==> config.mk <==
export PLATFORM = sky130hd
export DESIGN_NAME = scan_capture
export DESIGN_NICKNAME = d
export VERILOG_FILES = /design/src/rtl/scan_capture.sv
export SDC_FILE = /design/constraint.sdc
export NUM_CORES = 1
export LEC_CHECK = 0
export CORE_MARGIN = 1
export CORE_UTILIZATION = 62
export CTS_CLUSTER_SIZE = 12
export DETAILED_ROUTE_END_ITERATION = 8
export GPL_TIMING_DRIVEN = 0
export PLACE_DENSITY_LB_ADDON = 0.08
export RECOVER_POWER = 50
export SLEW_MARGIN = 20
export SYNTH_ARGS = -nofsm -noshare
export SYNTH_HDL_FRONTEND = slang
export SYNTH_SLANG_ARGS = --single-unit
==> constraint.sdc <==
create_clock -name clk_i -period 5.7 [get_ports clk_i]
set_clock_uncertainty 0.2 [all_clocks]
set_input_delay 1.14 -clock clk_i [delete_from_list [all_inputs] [get_ports clk_i]]
set_output_delay 1.14 -clock clk_i [all_outputs]
set_load 0.05 [all_outputs]
==> src/rtl/scan_capture.sv <==
// scan_capture: rebuilds a GS x GS frame bitmap from multiplexed row/column scan lines.
// Optional feature macro SCAN_CAPTURE_DIFF_EN adds changed_o (new frame differs from previous).
module scan_capture #(
    parameter int GS          = 8,
    parameter int STABLE_CYC  = 4,
    parameter int TIMEOUT_CYC = 4096
) (
    input  logic             clk_i,
    input  logic             rst_n,
    input  logic             e_cap_i,
    input  logic [GS-1:0]    row_val_i,
    input  logic [GS-1:0]    col_val_i,
    output logic [GS*GS-1:0] matrix_o,
    output logic             d_cap_o,
`ifdef SCAN_CAPTURE_DIFF_EN
    output logic             changed_o,
`endif
    output logic             err_o
);
    localparam int              TW     = $clog2(TIMEOUT_CYC);
    localparam logic [7:0]      STB_TC = 8'(STABLE_CYC - 1);
    localparam logic [TW-1:0]   TMO_TC = TW'(TIMEOUT_CYC - 1);

    typedef enum logic [1:0] {S_IDLE, S_ARM, S_DONE} state_t;

    state_t           state;
    logic [GS-1:0]    prev_row;
    logic [GS-1:0]    seen;
    logic [GS*GS-1:0] shadow;
    logic [7:0]       stb_cnt;
    logic [TW-1:0]    tmo_cnt;

    logic             one_hot;
    logic             multi;
    logic             hit;
    logic [7:0]       stb_nxt;
    logic [GS-1:0]    seen_nxt;
    logic [GS*GS-1:0] shadow_nxt;

    // Row qualification and the single-write-per-row shadow update.
    always_comb begin
        one_hot    = (row_val_i != '0) && ((row_val_i & (row_val_i - 1'b1)) == '0);
        multi      = (row_val_i != '0) && !one_hot;
        stb_nxt    = 8'd0;
        if (one_hot && (row_val_i == prev_row))
            stb_nxt = (stb_cnt == STB_TC) ? stb_cnt : stb_cnt + 8'd1;
        hit        = one_hot && (stb_nxt == STB_TC) && ((seen & row_val_i) == '0);
        seen_nxt   = hit ? (seen | row_val_i) : seen;
        shadow_nxt = shadow;
        for (int r = 0; r < GS; r++)
            if (hit && row_val_i[r]) shadow_nxt[r*GS +: GS] = col_val_i;
    end

    always_ff @(posedge clk_i or negedge rst_n) begin
        if (!rst_n) begin
            state    <= S_IDLE;
            prev_row <= '0;
            seen     <= '0;
            shadow   <= '0;
            stb_cnt  <= '0;
            tmo_cnt  <= '0;
            matrix_o <= '0;
            d_cap_o  <= 1'b0;
            err_o    <= 1'b0;
`ifdef SCAN_CAPTURE_DIFF_EN
            changed_o <= 1'b0;
`endif
        end else begin
            prev_row <= row_val_i;
            case (state)
                S_IDLE: begin
                    if (e_cap_i) begin
                        seen    <= '0;
                        shadow  <= '0;
                        stb_cnt <= '0;
                        tmo_cnt <= '0;
                        err_o   <= 1'b0;
                        state   <= S_ARM;
                    end
                end
                S_ARM: begin
                    if (!e_cap_i) begin
                        state <= S_IDLE;
                    end else begin
                        stb_cnt <= stb_nxt;
                        seen    <= seen_nxt;
                        shadow  <= shadow_nxt;
                        if (tmo_cnt != TMO_TC) tmo_cnt <= tmo_cnt + 1'b1;
                        if (multi) err_o <= 1'b1;
                        // Completion outranks a timeout landing on the same cycle.
                        if (&seen_nxt) begin
                            matrix_o <= shadow_nxt;
                            d_cap_o  <= 1'b1;
                            state    <= S_DONE;
`ifdef SCAN_CAPTURE_DIFF_EN
                            changed_o <= (shadow_nxt != matrix_o);
`endif
                        end else if (tmo_cnt == TMO_TC) begin
                            err_o   <= 1'b1;
                            d_cap_o <= 1'b1;
                            state   <= S_DONE;
                        end
                    end
                end
                S_DONE: begin
                    if (!e_cap_i) begin
                        d_cap_o <= 1'b0;
                        state   <= S_IDLE;
                    end
                end
                default: state <= S_IDLE;
            endcase
        end
    end
endmodule

==> results_dict.tcl <==
set metrics [dict create \
    cp.arrival_ns 4.86 \
    ys_seq_elements 168 \
    tightest_slew_ns 3.72 \
    drive_above_1_share 0.209 \
    antenna_found_initial 0 \
    outcome "finished, violations left" \
    dp.cells 952 \
    routed_wl_um 20300 \
    dieArea_um2 13700 \
    pin_count 85 \
    cts_hold_buf 0 \
    placement_rows 41 \
    cts_tree "yes" \
    fin_util 0.778 \
    grt_pass1_vias 6132 \
    clock_latency_ns 0.44 \
    final_common_cell "dfrtp_1" \
    setup_viol 0 \
    rsz0062_at_grt "false" \
    power_density_nw_per_um2 257 \
    clock-sinks 168 \
    cts_buffer_depth 2 \
    dr.pass1.iters 5 \
    slew_headroom -1.48 \
    synth.avg_cell_area_um2 11.8 \
    fin_crit_sh 0.830 \
    overflow 0 \
    worst_setup_path_start_kind "input pin" \
    layout.cells.non_filler 984 \
    violations "max-capacitance violations, max-slew violations" \
    core_um2 12800 \
    initial_utilization 0.644 \
    min_period_ns 4.73 \
    grt_use_total 0.323 \
    root_buffer "clkbuf_16" \
    via_per_inst 6.20 \
    place_ws_ns 0.747 \
    final_cell_mix "dfrtp_1, nand2_1, a22o_1" \
    ys_warn_count 0 \
    timing_worst_setup_path_type "in2reg" \
    io_buffers 84 \
    setup_slack_ns 0.968 \
    cts_max_level 4 \
    synth_top_area_frac 0.511 \
    netlist_instances 695 \
    leakage_nw 4.81 \
    finalHoldViolCount 0 \
    dr_total_vias 6103 \
    crit_path_end_kind "flip-flop" \
    final_max_slew_viol_count 69 \
    synthArstFlopShare 1.00 \
    diodes 0 \
    num-nets-final 820 \
    fmax_mhz 211 \
    synth_nets 716 \
    drc 0 \
    die_w_um 117 \
    path_max_fanout 10 \
    syn_area_um2 8230 \
    ir_drop_uv 293 \
    cap_violations 1 \
    grt_max_degree 101 \
    total_power_w 0.00256 \
    wl_per_cell_um 20.6 \
    clk_pin_slew_ns 0.06 \
    cts_setup_buffers 0 \
    hp-class "reg2reg" \
    ctsResizeCount 0 \
    grt_pass1_wl_um 32700 \
    seq_area_frac_synth 0.511 \
    numCtsBuffers 17 \
    fill_cells 803 \
    die_h_um 117 \
    yosys_most_used_dff "dfrtp_1" \
    final_antenna_net_count 0 \
    hold_ws_ns 0.284 \
    synth_edf_count 0 \
    synthTopCellsByArea "dfrtp_1, mux2_4, mux2_2" \
    dp_hpwl_um 13500 \
    yosysTopAreaCell "dfrtp_1" \
    synth_cell_types 46 \
    gp_congestion 0.896 \
    area_growth_pct 20.8 \
    required_ns 5.83 \
    drt-initial-drc-count 558 \
]
final timing paths:
| kind | startpoint | to | slack, ns | cells past startpoint |
|---|---|---|---|---|
| worst max register to register | stb_cnt[1]$_DFFE_PN0P_ | matrix_o[21]$_DFFE_PN0P_ | 1.73 | 13 |
| worst min register to register | shadow[25]$_DFFE_PN0P_ | shadow[25]$_DFFE_PN0P_ | 0.28 | 2 |
| worst min-delay path | shadow[25]$_DFFE_PN0P_ | shadow[25]$_DFFE_PN0P_ | 0.28 | 2 |
| max in group asynchronous | rst_n | shadow[13]$_DFFE_PN0P_ | 1.43 | 1 |
| min in group asynchronous | rst_n | stb_cnt[2]$_DFFE_PN0P_ | 1.77 | 1 |
| worst max-delay path | row_val_i[2] | matrix_o[31]$_DFFE_PN0P_ | 0.97 | 9 |
Yosys cell counts (2+ instances only):
| cell | number |
|---|---|
| xnor2_1 | 2 |
| or3_1 | 11 |
| xor2_1 | 15 |
| a22oi_1 | 4 |
| inv_1 | 20 |
| o31ai_1 | 3 |
| ha_1 | 2 |
| and2_1 | 2 |
| o221ai_1 | 2 |
| o21a_1 | 3 |
| a22o_1 | 62 |
| nand3b_1 | 2 |
| nor4b_1 | 2 |
| nor4_1 | 5 |
| nand3_1 | 5 |
| a21oi_1 | 10 |
| nor2_1 | 36 |
| dfrtp_1 | 168 |
| and4_1 | 2 |
| nor2b_1 | 4 |
| mux2_4 | 60 |
| nand2b_1 | 2 |
| clkbuf_1 | 35 |
| a211oi_1 | 2 |
| a22oi_2 | 3 |
| buf_12 | 6 |
| o21ai_0 | 59 |
| nor3_1 | 4 |
| nand4_1 | 7 |
| mux2_2 | 60 |
| buf_6 | 3 |
| nand2_1 | 80 |
metal layers:
| metal | wire, um | vias to the layer above | GRT usage |
|---|---|---|---|
| li1 | - | 2702 | - |
| met1 | 8570 | 3085 | 0.428 |
| met2 | 10000 | 273 | 0.517 |
| met3 | 1200 | 43 | 0.0669 |
| met4 | 512 | 0 | 0.138 |
| met5 | 0 | - | 0 |
stage by stage:
step | instance area, um2 | TNS [ns]
after floorplan | 8230 | 0
final | 9940 | 0
after CTS | 9950 | 0
after detailed placement | 9320 | 0
after global placement | 9280 | -539.81
after global routing | 9940 | 0
power by group:
| group | total (W) | internal, W | switching, W |
|---|---|---|---|
| logic | 0.000114 | 0.0000285 | 0.0000854 |
| registers | 0.00120 | 0.00120 | 0.00000513 |
| clock network | 0.00124 | 0.000780 | 0.000461 |
sequential cells by signal, indices dropped and copies added, names as in the netlist:
name,cells
state,2
stb_cnt,8
prev_row,8
shadow,64
err_o,1
tmo_cnt,12
d_cap_o,1
seen,8
matrix_o,64
cell families after synthesis:
kind of cell / Yosys count / synth area share
AO/OA/AOI/OAI: 154 / 0.135
adder cells (fa/ha/maj): 2 / 0.00304
AND/OR/NAND/NOR: 168 / 0.0957
buffers and inverters: 65 / 0.0444
flip-flops: 168 / 0.511
XOR/XNOR: 17 / 0.0181
multiplexers: 121 / 0.193
layout make-up:
class,count,area [um2],area share
plain buffers,45,290,0.0292
clock buffers,25,495,0.0498
clock inverters,7,139,0.0140
inverters,20,75.1,0.00755
multi-input cells,462,3660,0.368
flip-flops and latches,168,4200,0.423
well taps,172,215,0.0217
repair buffers,85,862,0.0867
worst max-delay path: stages:
cell	delay [ns]
dlygate4sd3_1	0.63
nor4_1	0.42
nor4_1	0.11
o311ai_1	0.82
or3_1	0.27
clkbuf_1	0.52
clkbuf_1	0.45
o21ai_0	0.20
mux2_4	0.30
Note: power is estimated with default switching activity, not from simulation.
